### config.mk
export PLATFORM = sky130hd
export DESIGN_NAME = pe_fill_scheduler_flat
export DESIGN_NICKNAME = d
export VERILOG_FILES = /design/src/rtl/pe_fill_sched_pkg.sv /design/src/rtl/pe_fill_scheduler_if.sv /design/src/rtl/wrap_counter.sv /design/src/rtl/pe_fill_scheduler.sv /design/src/flat_wrapper.sv
export SDC_FILE = /design/constraint.sdc
export NUM_CORES = 1
export LEC_CHECK = 0
export BUFFER_PORTS_ARGS = -buffer_cell sky130_fd_sc_hd__buf_4
export CELL_PAD_IN_SITES_DETAIL_PLACEMENT = 0
export CELL_PAD_IN_SITES_GLOBAL_PLACEMENT = 2
export CORE_ASPECT_RATIO = 2
export CORE_UTILIZATION = 32
export DETAILED_ROUTE_END_ITERATION = 7
export PLACE_DENSITY = 0.8
export SYNTH_ARGS = -nofsm -noshare
export SYNTH_HDL_FRONTEND = slang
export SYNTH_HIERARCHICAL = 1
export SYNTH_SLANG_ARGS = --single-unit
### constraint.sdc
create_clock -name clk -period 3.4 [get_ports clk]
set_input_delay 0.51 -clock clk [delete_from_list [all_inputs] [get_ports clk]]
set_output_delay 0.51 -clock clk [all_outputs]
set_load 0.02 [all_outputs]
### src/rtl/pe_fill_sched_pkg.sv
// Shared types for the PE scratchpad fill scheduler: FSM state encoding and
// a state-class helper.
package pe_fill_sched_pkg;

  typedef enum logic [2:0] {
    ST_IDLE       = 3'd0,
    ST_LOAD_FILT  = 3'd1,
    ST_LOAD_IFMAP = 3'd2,
    ST_COMPUTE    = 3'd3,
    ST_SLIDE      = 3'd4,
    ST_DONE       = 3'd5
  } state_e;

  // Both the initial window fill and the per-window slide pull from the ifmap buffer.
  function automatic logic is_ifmap_fill(input state_e s);
    return (s == ST_LOAD_IFMAP) || (s == ST_SLIDE);
  endfunction

endpackage

### src/rtl/pe_fill_scheduler_if.sv
// Handshake bundle between the fill scheduler and its read buffers, pads and
// compute unit. The master side is the scheduler.
interface pe_fill_scheduler_if #(
  parameter int FILT_LEN = 4,
  parameter int WIN_W    = 8
);
  localparam int AW = $clog2(FILT_LEN);

  logic             chip_en;
  logic             start;
  logic [WIN_W-1:0] num_windows;
  logic             filt_buf_valid;
  logic             filt_buf_read_enable;
  logic             filt_pad_wen;
  logic [AW-1:0]    filt_pad_waddr;
  logic             ifmap_buf_valid;
  logic             ifmap_buf_read_enable;
  logic             ifmap_pad_wen;
  logic [AW-1:0]    ifmap_pad_waddr;
  logic [AW-1:0]    window_base;
  logic             compute_start;
  logic             compute_done;
  logic             compute_busy;
  logic             busy;
  logic             done;

  modport master (
    input  chip_en, start, num_windows, filt_buf_valid, ifmap_buf_valid, compute_done,
    output filt_buf_read_enable, filt_pad_wen, filt_pad_waddr,
    output ifmap_buf_read_enable, ifmap_pad_wen, ifmap_pad_waddr,
    output window_base, compute_start, compute_busy, busy, done
  );

  modport slave (
    output chip_en, start, num_windows, filt_buf_valid, ifmap_buf_valid, compute_done,
    input  filt_buf_read_enable, filt_pad_wen, filt_pad_waddr,
    input  ifmap_buf_read_enable, ifmap_pad_wen, ifmap_pad_waddr,
    input  window_base, compute_start, compute_busy, busy, done
  );

endinterface

### src/rtl/wrap_counter.sv
// Modulo-MOD up-counter with synchronous clear; wrap flags the enabled step
// from MOD-1 back to 0. Wrap is explicit, so MOD need not be a power of two.
module wrap_counter #(
  parameter int MOD = 4,
  parameter int W   = 2
) (
  input  logic         clk,
  input  logic         rst,
  input  logic         en,
  input  logic         clr,
  output logic [W-1:0] value,
  output logic         wrap
);

  logic [W-1:0] value_d;
  logic [W-1:0] value_q;

  assign wrap  = en && (value_q == W'(MOD - 1));
  assign value = value_q;

  // next count; clear dominates so a state change always restarts from zero
  always_comb begin
    value_d = value_q;
    if (clr) begin
      value_d = '0;
    end else if (en) begin
      value_d = wrap ? '0 : value_q + W'(1);
    end else begin
      value_d = value_q;
    end
  end

  // count register
  always_ff @(posedge clk or posedge rst) begin
    if (rst) begin
      value_q <= '0;
    end else begin
      value_q <= value_d;
    end
  end

endmodule

### src/rtl/pe_fill_scheduler.sv
// Scratchpad load sequencer for one PE running a 1-D convolution: filter pad
// once per job, ifmap pad as a circular window slid by STRIDE per output.
module pe_fill_scheduler
  import pe_fill_sched_pkg::*;
#(
  parameter int FILT_LEN = 4,
  parameter int STRIDE   = 1,
  parameter int WIN_W    = 8
) (
  input logic                  clk,
  input logic                  rst,
  pe_fill_scheduler_if.master  bus
);

  localparam int AW = $clog2(FILT_LEN);

  state_e           state_d, state_q;
  logic [WIN_W-1:0] win_left_d, win_left_q;
  logic             compute_start_d, compute_start_q;
  logic             compute_busy_d, compute_busy_q;
  logic             busy_d, busy_q;
  logic             done_d, done_q;

  logic             filt_xfer, ifmap_xfer, start_job, cnt_clr, cnt_wrap;
  logic             filt_wrap, ifmap_wrap, unused_ptr_wraps;
  logic [AW-1:0]    filt_ptr, ifmap_ptr, xfer_cnt;

  // A transfer is a pop and a pad write in the same cycle; nothing moves with chip_en low.
  assign filt_xfer  = (state_q == ST_LOAD_FILT) && bus.chip_en && bus.filt_buf_valid;
  assign ifmap_xfer = is_ifmap_fill(state_q) && bus.chip_en && bus.ifmap_buf_valid;
  assign start_job  = (state_q == ST_IDLE) && bus.start;
  assign cnt_clr    = (state_d != state_q);

  // Pointer wraps coincide with the transfer counter's in the load states.
  assign unused_ptr_wraps = filt_wrap | ifmap_wrap;

  wrap_counter #(.MOD(FILT_LEN), .W(AW)) u_filt_ptr (
    .clk(clk), .rst(rst), .en(filt_xfer), .clr(start_job),
    .value(filt_ptr), .wrap(filt_wrap)
  );

  wrap_counter #(.MOD(FILT_LEN), .W(AW)) u_ifmap_ptr (
    .clk(clk), .rst(rst), .en(ifmap_xfer), .clr(start_job),
    .value(ifmap_ptr), .wrap(ifmap_wrap)
  );

  wrap_counter #(.MOD(FILT_LEN), .W(AW)) u_xfer_cnt (
    .clk(clk), .rst(rst), .en(filt_xfer | ifmap_xfer), .clr(cnt_clr),
    .value(xfer_cnt), .wrap(cnt_wrap)
  );

  // next state, window bookkeeping and next values of the registered status outputs
  always_comb begin
    state_d    = state_q;
    win_left_d = win_left_q;
    case (state_q)
      ST_IDLE: begin
        if (bus.start) begin
          win_left_d = bus.num_windows;
          state_d    = (bus.num_windows == '0) ? ST_DONE : ST_LOAD_FILT;
        end else begin
          state_d = ST_IDLE;
        end
      end
      ST_LOAD_FILT: begin
        if (filt_xfer && cnt_wrap) state_d = ST_LOAD_IFMAP;
        else                       state_d = ST_LOAD_FILT;
      end
      ST_LOAD_IFMAP: begin
        if (ifmap_xfer && cnt_wrap) state_d = ST_COMPUTE;
        else                        state_d = ST_LOAD_IFMAP;
      end
      ST_COMPUTE: begin
        if (bus.compute_done) begin
          win_left_d = win_left_q - WIN_W'(1);
          state_d    = (win_left_q == WIN_W'(1)) ? ST_DONE : ST_SLIDE;
        end else begin
          state_d = ST_COMPUTE;
        end
      end
      ST_SLIDE: begin
        if (ifmap_xfer && (xfer_cnt == AW'(STRIDE - 1))) state_d = ST_COMPUTE;
        else                                             state_d = ST_SLIDE;
      end
      ST_DONE: state_d = ST_IDLE;
      default: state_d = ST_IDLE;
    endcase
    compute_start_d = (state_d == ST_COMPUTE) && (state_q != ST_COMPUTE);
    compute_busy_d  = (state_d == ST_COMPUTE);
    busy_d          = (state_d != ST_IDLE);
    done_d          = (state_d == ST_DONE);
  end

  // FSM state, remaining windows and registered status outputs
  always_ff @(posedge clk or posedge rst) begin
    if (rst) begin
      state_q         <= ST_IDLE;
      win_left_q      <= '0;
      compute_start_q <= 1'b0;
      compute_busy_q  <= 1'b0;
      busy_q          <= 1'b0;
      done_q          <= 1'b0;
    end else begin
      state_q         <= state_d;
      win_left_q      <= win_left_d;
      compute_start_q <= compute_start_d;
      compute_busy_q  <= compute_busy_d;
      busy_q          <= busy_d;
      done_q          <= done_d;
    end
  end

  assign bus.filt_buf_read_enable  = filt_xfer;
  assign bus.filt_pad_wen          = filt_xfer;
  assign bus.filt_pad_waddr        = filt_ptr;
  assign bus.ifmap_buf_read_enable = ifmap_xfer;
  assign bus.ifmap_pad_wen         = ifmap_xfer;
  assign bus.ifmap_pad_waddr       = ifmap_ptr;
  assign bus.window_base           = compute_busy_q ? ifmap_ptr : '0;
  assign bus.compute_start         = compute_start_q;
  assign bus.compute_busy          = compute_busy_q;
  assign bus.busy                  = busy_q;
  assign bus.done                  = done_q;

endmodule

### src/flat_wrapper.sv
// flat-port wrapper written by rule: the top's interface ports become plain ports
module pe_fill_scheduler_flat import pe_fill_sched_pkg::*;
#(
  parameter int FILT_LEN = 4,
  parameter int STRIDE   = 1,
  parameter int WIN_W    = 8
)
  (clk, rst, bus_chip_en, bus_start, bus_num_windows, bus_filt_buf_valid, bus_ifmap_buf_valid, bus_compute_done, bus_filt_buf_read_enable, bus_filt_pad_wen, bus_filt_pad_waddr, bus_ifmap_buf_read_enable, bus_ifmap_pad_wen, bus_ifmap_pad_waddr, bus_window_base, bus_compute_start, bus_compute_busy, bus_busy, bus_done);
  pe_fill_scheduler_if #(.FILT_LEN(FILT_LEN), .WIN_W(WIN_W)) bus_i ();
  input logic clk;
  input logic rst;
  input wire logic [$bits(bus_i.chip_en)-1:0] bus_chip_en;
  input wire logic [$bits(bus_i.start)-1:0] bus_start;
  input wire logic [$bits(bus_i.num_windows)-1:0] bus_num_windows;
  input wire logic [$bits(bus_i.filt_buf_valid)-1:0] bus_filt_buf_valid;
  input wire logic [$bits(bus_i.ifmap_buf_valid)-1:0] bus_ifmap_buf_valid;
  input wire logic [$bits(bus_i.compute_done)-1:0] bus_compute_done;
  output wire logic [$bits(bus_i.filt_buf_read_enable)-1:0] bus_filt_buf_read_enable;
  output wire logic [$bits(bus_i.filt_pad_wen)-1:0] bus_filt_pad_wen;
  output wire logic [$bits(bus_i.filt_pad_waddr)-1:0] bus_filt_pad_waddr;
  output wire logic [$bits(bus_i.ifmap_buf_read_enable)-1:0] bus_ifmap_buf_read_enable;
  output wire logic [$bits(bus_i.ifmap_pad_wen)-1:0] bus_ifmap_pad_wen;
  output wire logic [$bits(bus_i.ifmap_pad_waddr)-1:0] bus_ifmap_pad_waddr;
  output wire logic [$bits(bus_i.window_base)-1:0] bus_window_base;
  output wire logic [$bits(bus_i.compute_start)-1:0] bus_compute_start;
  output wire logic [$bits(bus_i.compute_busy)-1:0] bus_compute_busy;
  output wire logic [$bits(bus_i.busy)-1:0] bus_busy;
  output wire logic [$bits(bus_i.done)-1:0] bus_done;
  assign bus_i.chip_en = bus_chip_en;
  assign bus_i.start = bus_start;
  assign bus_i.num_windows = bus_num_windows;
  assign bus_i.filt_buf_valid = bus_filt_buf_valid;
  assign bus_i.ifmap_buf_valid = bus_ifmap_buf_valid;
  assign bus_i.compute_done = bus_compute_done;
  assign bus_filt_buf_read_enable = bus_i.filt_buf_read_enable;
  assign bus_filt_pad_wen = bus_i.filt_pad_wen;
  assign bus_filt_pad_waddr = bus_i.filt_pad_waddr;
  assign bus_ifmap_buf_read_enable = bus_i.ifmap_buf_read_enable;
  assign bus_ifmap_pad_wen = bus_i.ifmap_pad_wen;
  assign bus_ifmap_pad_waddr = bus_i.ifmap_pad_waddr;
  assign bus_window_base = bus_i.window_base;
  assign bus_compute_start = bus_i.compute_start;
  assign bus_compute_busy = bus_i.compute_busy;
  assign bus_busy = bus_i.busy;
  assign bus_done = bus_i.done;
  pe_fill_scheduler #(.FILT_LEN(FILT_LEN), .STRIDE(STRIDE), .WIN_W(WIN_W)) u_core (.clk(clk), .rst(rst), .bus(bus_i));
endmodule
# Word level (Yosys, flattened, before mapping)
# Index checks and enable logic that the tools add are counted.
dict set report op_classes {
  add_sub_neg 4
  eq_ne 14
  mux 21
  bitwise 1
  n_reduce_logical 22
}
# cell count
set op_table {}
lappend op_table {{$mux 2} 11}
lappend op_table {{$mux 8} 2}
lappend op_table {{$pmux 8 s2} 1}
lappend op_table {{$pmux 3 s5} 1}
lappend op_table {{$logic_and 1x1->1} 12}
lappend op_table {{$mux 3} 4}
lappend op_table {{$eq 3x2->1 const B} 3}
lappend op_table {{$eq 8x1->1 const B} 1}
lappend op_table {{$logic_not 8->1} 1}
lappend op_table {{$reduce_bool 2->1} 4}
lappend op_table {{$sub 8x1->8 const B} 1}
lappend op_table {{$add 2x1->2 const B} 3}
lappend op_table {{$eq 2x2->1 const B} 3}
lappend op_table {{$eq 3x3->1 const B} 2}
lappend op_table {{$ne 2x2->1 const B} 2}
lappend op_table {{$eq 3x1->1 const B} 1}
lappend op_table {{$logic_not 3->1} 1}
lappend op_table {{$ne 3x2->1 const B} 1}
lappend op_table {{$ne 3x3->1} 1}
lappend op_table {{$reduce_and 3->1} 1}
lappend op_table {{$reduce_bool 3->1} 1}
lappend op_table {{$logic_not 2->1} 1}
lappend op_table {{$mux 1} 2}
lappend op_table {{$logic_or 1x1->1} 1}
lappend op_table {{$or 1x1->1} 1}
dict set report totals {
  ff_bits 21
  in_bits 15
  out_inout_bits 14
  wordCells 71
}

# Depth between registers and ports, before layout
# Gate-level depths: netlist of the first run.
dict set report logic_depth {
  word_depth 11
  mapped_depth 10
}

# Cells and area by module
# The synthesis of the first run kept the hierarchy.
# mod n_inst cells_each area_each_um2 seq_area_each_um2
set modules_own_cells {}
lappend modules_own_cells {pe_fill_scheduler 1 112 1018.5 375.4}
lappend modules_own_cells {wrap_counter 3 10 110.1 50.0}

# Worst setup path before layout of the first run
# OpenSTA, ideal clock, no wires.
dict set report synth_path {
  kind {flip-flop to flip-flop}
  start {register u_core.state_q[2]}
  end {register u_core.u_xfer_cnt.value_q[1], in the netlist u_core/u_xfer_cnt/value[1]}
  t_arrival_ns 2.632
  t_required_ns 3.270
  path_slack_ns 0.638
  path_stages_with_launch 11
  n_path_buf 1
  path_cell_list {dfrtp_1 buf_2 nand2b_1 nor3_1 or2_2 and2_1 nand3b_1 o21ai_0 a211oi_1 o21ai_0 nor2_1}
}
dict set report synth_via {
  word_cells_on_any_way 24
  classes_between {eq/ne: 5; mux: 7; bitwise: 1; reduce/logical: 11}
}
# element line_no
set synth_lines {}
lappend synth_lines {{start, declared} pe_fill_scheduler.sv:17} ;# state_e state_d, state_q;
lappend synth_lines {{start signal, assigned} pe_fill_scheduler.sv:104} ;# state_q <= state_d;
lappend synth_lines {{$eq 3x1->1 *} pe_fill_scheduler.sv:29} ;# assign filt_xfer = (state_q == ST_LOAD_FILT) && bus.chip_en && bus.filt_buf_valid;
lappend synth_lines {{$logic_and 1x1->1 * (2 in a row)} pe_fill_scheduler.sv:29}
lappend synth_lines {{net bus_filt_buf_read_enable} flat_wrapper.sv:18} ;# output wire logic [$bits(bus_i.filt_buf_read_enable)-1:0] bus_filt_buf_read_enable;
lappend synth_lines {{$or 1x1->1 *} pe_fill_scheduler.sv:48} ;# .clk(clk), .rst(rst), .en(filt_xfer | ifmap_xfer), .clr(cnt_clr),
lappend synth_lines {{$logic_and 1x1->1 *} wrap_counter.sv:18} ;# assign wrap = en && (value_q == W'(MOD - 1));
lappend synth_lines {{net u_core.cnt_wrap} pe_fill_scheduler.sv:24} ;# logic filt_xfer, ifmap_xfer, start_job, cnt_clr, cnt_wrap;
lappend synth_lines {{$logic_and 1x1->1, on equally long branches} {pe_fill_scheduler.sv:70, pe_fill_scheduler.sv:66}}
lappend synth_lines {{$mux 1 / $mux 2 (equally long branches)} {pe_fill_scheduler.sv:70, pe_fill_scheduler.sv:66}}
lappend synth_lines {{$pmux 3 s5 *} pe_fill_scheduler.sv:56} ;# case (state_q)
lappend synth_lines {{$ne 3x3->1 *} pe_fill_scheduler.sv:32} ;# assign cnt_clr = (state_d != state_q);
lappend synth_lines {{net u_core.cnt_clr} pe_fill_scheduler.sv:24}
lappend synth_lines {{$mux 2 / $reduce_bool 2->1 (equally long branches)} n/a}
lappend synth_lines {{end signal, assigned} wrap_counter.sv:38} ;# value_q <= value_d;
lappend synth_lines {{end, declared} wrap_counter.sv:16} ;# logic [W-1:0] value_q;
# Mark *: on every way through the listed nets, which the timed path passes. The rest lies on a longest branch. The select of a mux whose other input is x is not followed.
# A chain may end at the register's enable or synchronous reset.

# Worst setup path in the final report of the first run
dict set report layout_path {
  start {register u_core.state_q[1]}
  end {register u_core.busy_q, in the netlist u_core/bus.busy}
}
dict set report layout_via {
  elab_chain_len 10
  word_cells_on_any_way 20
  classes_between {eq/ne: 4; mux: 4; bitwise: 1; reduce/logical: 11}
}
# element line_no
set layout_rtl {}
lappend layout_rtl {{$eq 3x2->1 / $eq 3x3->1 (equally long branches)} pe_fill_sched_pkg.sv:16} ;# return (s == ST_LOAD_IFMAP) || (s == ST_SLIDE);
lappend layout_rtl {{$logic_or 1x1->1} pe_fill_sched_pkg.sv:16}
lappend layout_rtl {{$logic_and 1x1->1 (2 in a row)} pe_fill_scheduler.sv:30} ;# assign ifmap_xfer = is_ifmap_fill(state_q) && bus.chip_en && bus.ifmap_buf_valid;
lappend layout_rtl {{$or 1x1->1 *} pe_fill_scheduler.sv:48}
lappend layout_rtl {{$logic_and 1x1->1 *} wrap_counter.sv:18}
lappend layout_rtl {{net u_core.cnt_wrap} pe_fill_scheduler.sv:24}
lappend layout_rtl {{$logic_and 1x1->1, on equally long branches} {pe_fill_scheduler.sv:70, pe_fill_scheduler.sv:66}}
lappend layout_rtl {{$mux 1 / $mux 2 (equally long branches)} {pe_fill_scheduler.sv:70, pe_fill_scheduler.sv:66}}
lappend layout_rtl {{$pmux 3 s5 *} pe_fill_scheduler.sv:56}
lappend layout_rtl {{$reduce_bool 3->1 *} pe_fill_scheduler.sv:90} ;# busy_d = (state_d != ST_IDLE);
lappend layout_rtl {{net u_core.busy_d} pe_fill_scheduler.sv:21} ;# logic busy_d, busy_q;
lappend layout_rtl {{end signal, assigned} pe_fill_scheduler.sv:108} ;# busy_q <= busy_d;
lappend layout_rtl {{end, declared} pe_fill_scheduler.sv:21}
# Mark *: on every way through the listed nets, which the timed path passes. The rest lies on a longest branch.

==> flow_metrics.env, run 1 <==
export IMPL_outcome="finished clean"
export IMPL_antenna_left=0
export IMPL_clock_sinks=21
export IMPL_drive_gt1_share_pct=25.9
export IMPL_cts_setup_buffers=0
export IMPL_wirelength_um=3390
export IMPL_wl_per_cell_um=15.6
export IMPL_via_count=1174
export IMPL_setup_viol=0
export IMPL_cp_slowest_stage_delay_ps=510
export IMPL_p_leak_nw=0.756
export IMPL_die_h_um=93.4
export IMPL_die_area_um2=4450
export IMPL_max_freq_mhz=372
export IMPL_tritoncts="built"
export IMPL_crit_type="flop to flop"
export IMPL_design_area_um2=1620
export IMPL_multi_input_area_um2=729
export IMPL_crit_path_start_kind="flop"
export IMPL_drc_errors=0
export IMPL_dieWidth_um=47.7
export IMPL_grt_pass1_wl_um=5170
export IMPL_first_pass_iters=4
export IMPL_critPathArrivalTime_ps=2820
export IMPL_grt_pass1_vias=1169
export IMPL_rrSetupSlack_ps=710
export IMPL_post_dp_cell_area_um2=1570
export IMPL_grt_ovfl_total=0
export IMPL_diodes=0
export IMPL_cts_buffers=3
export IMPL_ctsRootBufferMaster="clkbuf_8"
export IMPL_post_dp_hpwl_um=2740
export IMPL_fillers=428
export IMPL_reg2reg_to="u_core/bus.busy"
export IMPL_dr_first_iter_drc_count=27
export IMPL_path_max_fanout=13
export IMPL_syn2layout_area_growth_pct=21.2
export IMPL_max_slew_margin_pct=54.9
export IMPL_syn_area_per_cell_um2=9.54
export IMPL_dp_slack_ps=734
export IMPL_ctsResizeCount=0
export IMPL_cts_clk_slew_worst_paths_ps=80
export IMPL_htreeDepth=1
export IMPL_core_area_um2=3920
export IMPL_syn_inst=140
export IMPL_ir_worst_vdd_uv=381
export IMPL_cp_startpoint="u_core/state_q[1]"
export IMPL_cp_slowest_cell="dfrtp_1"
export IMPL_insertion_delay_ps=260
export IMPL_seqCellArea_um2=526
export IMPL_rows=32
export IMPL_crit_required_ps=3530
export IMPL_cap_viol_max_count=0
export IMPL_min_period_over_period_pct=79.0
export IMPL_maxSlewViolCount=0
export IMPL_cts_buffer_depth=2
export IMPL_yosys_warnings=6
export IMPL_syn_num_nets=160
export IMPL_netlist_area_um2=1340
export IMPL_end_kind="flop"
export IMPL_fin_ws_ps=713
export IMPL_critPathTopFamily="simple AND/OR/NAND/NOR gates"
export IMPL_fin_worst_skew_ps=3.90
export IMPL_fin_crit_ps=2690
export IMPL_cp_cell_sequence="xnor2_1 > nor2_1 > or2_2 > and2_1 > nand3b_1 > o21ai_0 > nor4_2 > nand3b_1"
export IMPL_grtUsageTotal_pct=16.6
export IMPL_hold_viol=0
export IMPL_grt_max_degree=19
export IMPL_hold_buffers=0
export IMPL_reg2reg_from="u_core/state_q[1]"
export IMPL_fin_hold_ws_ps=120
export IMPL_rsz0062_at_grt="false"
export IMPL_worstMarginPinSlew_ps=675
export IMPL_antenna_found_initial=0
export IMPL_layout_nets=187
export IMPL_critPathMostFrequentCell="nand3b_1"
export IMPL_portBuffers=28
export IMPL_path_buf_inv=0
export IMPL_setup_tns_ps=0
export IMPL_r2r_cells=8
export IMPL_boundaryPins=29
export IMPL_p_per_area_nw_per_um2=665
export IMPL_gp_congestion=0.913
export IMPL_power_mw=1.08
export IMPL_vias_per_cell=5.41
export IMPL_holdCritPathClass="primary input to async pin"
export IMPL_initial_core_util_pct=34.1
[worst register-to-register path, delay by kind of cell, from the launching register on]
| family | cells | cell delay, ps |
|---|---|---|
| AO/OA/AOI/OAI | 1 | 160 |
| AND/OR/NAND/NOR | 6 | 1480 |
| flip-flops | 1 | 510 |
| XOR/XNOR | 1 | 410 |
[cell type report]
type / count / area share (%)
multi-input cells: 102 / 45.1
flip-flops and latches: 21 / 32.5
repair buffers: 29 / 13.4
well taps: 51 / 3.94
clock buffers: 4 / 2.78
inverters: 10 / 2.32
[power by group]
part | total, mW | leakage (nW) | switching (mW) | internal [mW]
Combinational | 0.457 | 0.465 | 0.256 | 0.201
Sequential | 0.456 | 0.269 | 0.116 | 0.340
Clock | 0.164 | 0.0228 | 0.0807 | 0.0836
[registers in the layout, summed over array words and instances (netlist names)]
name / count
u_core/win_left_q: 8
u_core/u_ifmap_ptr/value: 2
u_core/u_filt_ptr/value: 2
u_core/bus.compute_start: 1
u_core/bus.done: 1
u_core/bus.busy: 1
u_core/u_xfer_cnt/value: 2
u_core/bus.compute_busy: 1
u_core/state_q: 3
[worst max path at each step]
| stage | end | cells after the start |
|---|---|---|
| 2_1_floorplan | u_core/u_xfer_cnt/value[1] | 10 |
| 3_3_place_gp | u_core/bus.done | 8 |
| 3_5_place_dp | u_core/bus.busy | 8 |
| 4_1_cts | u_core/bus.busy | 8 |
| 5_1_grt | u_core/u_xfer_cnt/value[1] | 8 |
| 6_report | u_core/bus.busy | 8 |
[through the flow]
step / std cells / utilization, %
floorplan: 140 / -
global placement: 213 / 40.1
detailed placement: 213 / 40.1
CTS: 217 / 41.3
global route: 217 / 41.3
finish: 217 / 41.3
[metal layers]
metal / track usage (%) / share of wire, %
met1: 15.2 / 35
met2: 31.9 / 59
met3: 1.74 / 3.9
met4: 8.33 / 1.9
met5: 0 / 0
[layout by cell type (no fill, tap or decap), types with 3 or more instances in the layout]
cell type	count
a211oi_1	3
a21oi_1	6
a21oi_2	4
a22oi_1	4
and2_1	4
buf_4	29
clkbuf_8	3
dfrtp_1	21
ha_1	5
inv_1	10
mux2i_1	3
nand2b_1	5
nand3_1	4
nand3b_1	4
nor2_1	11
nor3_1	7
o21ai_0	12
o2bb2ai_1	3
or3b_1	3
No activity file was read; power rests on OpenSTA's default activity.
==> run 2, diff against run 1 <==
--- a/config.mk
+++ b/config.mk
@@ -9,9 +9,9 @@
 export CELL_PAD_IN_SITES_DETAIL_PLACEMENT = 0
 export CELL_PAD_IN_SITES_GLOBAL_PLACEMENT = 2
 export CORE_ASPECT_RATIO = 2
-export CORE_UTILIZATION = 32
+export CORE_UTILIZATION = 29
 export DETAILED_ROUTE_END_ITERATION = 7
-export PLACE_DENSITY = 0.8
+export PLACE_DENSITY = 0.77
 export SYNTH_ARGS = -nofsm -noshare
 export SYNTH_HDL_FRONTEND = slang
 export SYNTH_HIERARCHICAL = 1
==> constraint.sdc (replaced) <==
create_clock -name clk -period 2.3 [get_ports clk]
set_input_delay 0.345 -clock clk [delete_from_list [all_inputs] [get_ports clk]]
set_output_delay 0.345 -clock clk [all_outputs]
set_load 0.02 [all_outputs]
==> run 2 against run 1 <==
  * First-iteration DRC count decreased by 3.7%
  * Flip-flop and latch count unchanged
  * Highest routed layer unchanged
  * Setup slack got worse by 480 ps
  * Register-to-register slack got worse by 480 ps
  * Non-clock buffer count increased by 10
  * Design area increased by 6.7%
  * Critical path depth unchanged
  * Die area increased by 10%
  * Largest cell class unchanged
  * Final cell count increased by 6.0%
  * Via count increased by 3.5%
  * Clock power increased by 56%
  * Sequential power increased by 42%
==> flow_metrics.env, run 2 (same netlist as run 1, synthesis figures left out) <==
export IMPL_hold_viol=0
export IMPL_grt_ovfl_total=0
export IMPL_antenna_left=0
export IMPL_first_pass_iters=4
export IMPL_cts_buffers=3
export IMPL_worstMarginPinSlew_ps=615
export IMPL_grt_pass1_wl_um=5980
export IMPL_die_area_um2=4900
export IMPL_post_dp_cell_area_um2=1670
export IMPL_via_count=1215
export IMPL_final_common_cell="buf_4"
export IMPL_ctsRootBufferMaster="clkbuf_8"
export IMPL_die_h_um=98
export IMPL_design_area_um2=1730
export IMPL_instances_no_fill=230
export IMPL_use_met1_pct=17.2
export IMPL_drive_gt1_share_pct=32.4
export IMPL_max_slew_margin_pct=59.0
export IMPL_min_period_over_period_pct=89.8
export IMPL_placed_cells=225
export IMPL_crit_type="flop to flop"
export IMPL_largest_reg_flops=8
export IMPL_grt_util_met2_pct=30.3
export IMPL_dr_first_iter_drc_count=26
export IMPL_post_dp_hpwl_um=2820
export IMPL_p_per_area_nw_per_um2=979
export IMPL_tritoncts="built"
export IMPL_core_area_um2=4380
export IMPL_fin_crit_ps=2070
export IMPL_cap_viol_max_count=0
export IMPL_use_met3_pct=1.71
export IMPL_antenna_found_initial=0
export IMPL_max_freq_mhz=484
export IMPL_grt_max_degree=16
export IMPL_grtUsageTotal_pct=16.1
export IMPL_rows=34
export IMPL_final_util_pct=39.4
export IMPL_fin_hold_ws_ps=343
export IMPL_boundaryPins=29
export IMPL_initial_core_util_pct=30.5
export IMPL_rsz0062_at_grt="true"
export IMPL_gp_congestion=0.804
export IMPL_clock_sinks=21
export IMPL_top_register="u_core/win_left_q"
export IMPL_cts_buffer_depth=2
export IMPL_dieWidth_um=50
export IMPL_setup_viol=0
export IMPL_drc_errors=0
export IMPL_reg_largest_list="u_core/win_left_q x8, u_core/state_q x3"
export IMPL_ir_worst_vdd_uv=451
export IMPL_crit_path_start_kind="flop"
export IMPL_holdCritPathClass="primary input to flop"
export IMPL_gr_max_usage_layer="met2"
export IMPL_vias_per_cell=5.28
export IMPL_critPathArrivalTime_ps=2200
export IMPL_maxSlewViolCount=0
export IMPL_grt_pass1_vias=1223
export IMPL_path_max_fanout=4
export IMPL_final_cell_mix="buf_4, dfrtp_1, o21ai_0"
export IMPL_p_leak_nw=0.810
export IMPL_end_kind="flop"
export IMPL_crit_required_ps=2440
export IMPL_cts_clk_slew_worst_paths_ps=80
export IMPL_htreeDepth=1
export IMPL_outcome="finished clean"
export IMPL_diodes=0
export IMPL_insertion_delay_ps=270
export IMPL_portBuffers=28
export IMPL_wirelength_um=3510
export IMPL_power_mw=1.69
export IMPL_syn2layout_area_growth_pct=29.3
export IMPL_wl_per_cell_um=15.2
export IMPL_fin_worst_skew_ps=4.57
export IMPL_layout_nets=197
run 2: cell types whose count changed in the layout (fill, tap and decap cells not counted), sizes merged:
cell,previous run,this run
buf,29,38
dlygate4sd3,0,1
clkbuf,4,3
clkinv,0,1
run 2: per-layer routing:
layer | vias up | part of all wire, % | wire length (um)
met5 | - | 0 | 0
li1 | 581 | - | -
met4 | 0 | 2.2 | 76
met3 | 7 | 3.1 | 109
met2 | 35 | 58 | 2020
met1 | 592 | 37 | 1300
run 2: final cells by class:
class,instances,area [um2]
fill,450,2650
tap,54,67.6
timing repair buffer,39,295
multi-input combinational,102,756
inverter,10,37.5
clock inverter,1,5.00
sequential,21,526
clock buffer,3,41.3
run 2: per-stage QoR:
step | setup TNS [ps] | setup slack (ps)
after floorplan | -9.78 | -9.78
after global placement | 0 | 213
after detailed placement | 0 | 156
after CTS | 0 | 135
after global routing | -0.119 | -0.119
final | 0 | 234
run 2: critical path, cell delays in order (launching register included):
cell      delay [ps]
dfrtp_1          410
xnor2_2          200
nor2_2            70
or2_2            300
and2_1           190
nand3b_1          90
o21ai_1          110
nor4_2           440
nand3b_1         130
run 2: report_power, final:
group / internal, mW / switching [mW]
logic: 0.353 / 0.434
clock network: 0.121 / 0.135
registers: 0.503 / 0.146
run 2: worst paths after layout:
check | from | cells past startpoint | to | slack, ps
setup / recovery | u_core/state_q[1] | 8 | u_core/bus.busy | 230
hold / removal | bus_num_windows[0] | 3 | u_core/win_left_q[0] | 340
setup reg to reg | u_core/state_q[1] | 8 | u_core/bus.busy | 230
hold reg to reg | u_core/win_left_q[6] | 1 | u_core/win_left_q[6] | 510
max in group asynchronous | rst | 3 | u_core/win_left_q[4] | 1160
min in group asynchronous | rst | 3 | u_core/u_xfer_cnt/value[1] | 510
run 2: repair_timing:
item                       in CTS  in global routing
gates resized for setup         0                  1
setup buffers                   0                  0
setup endpoints to repair       0                  6
hold endpoints to repair        6                  0
hold buffers                    1                  0
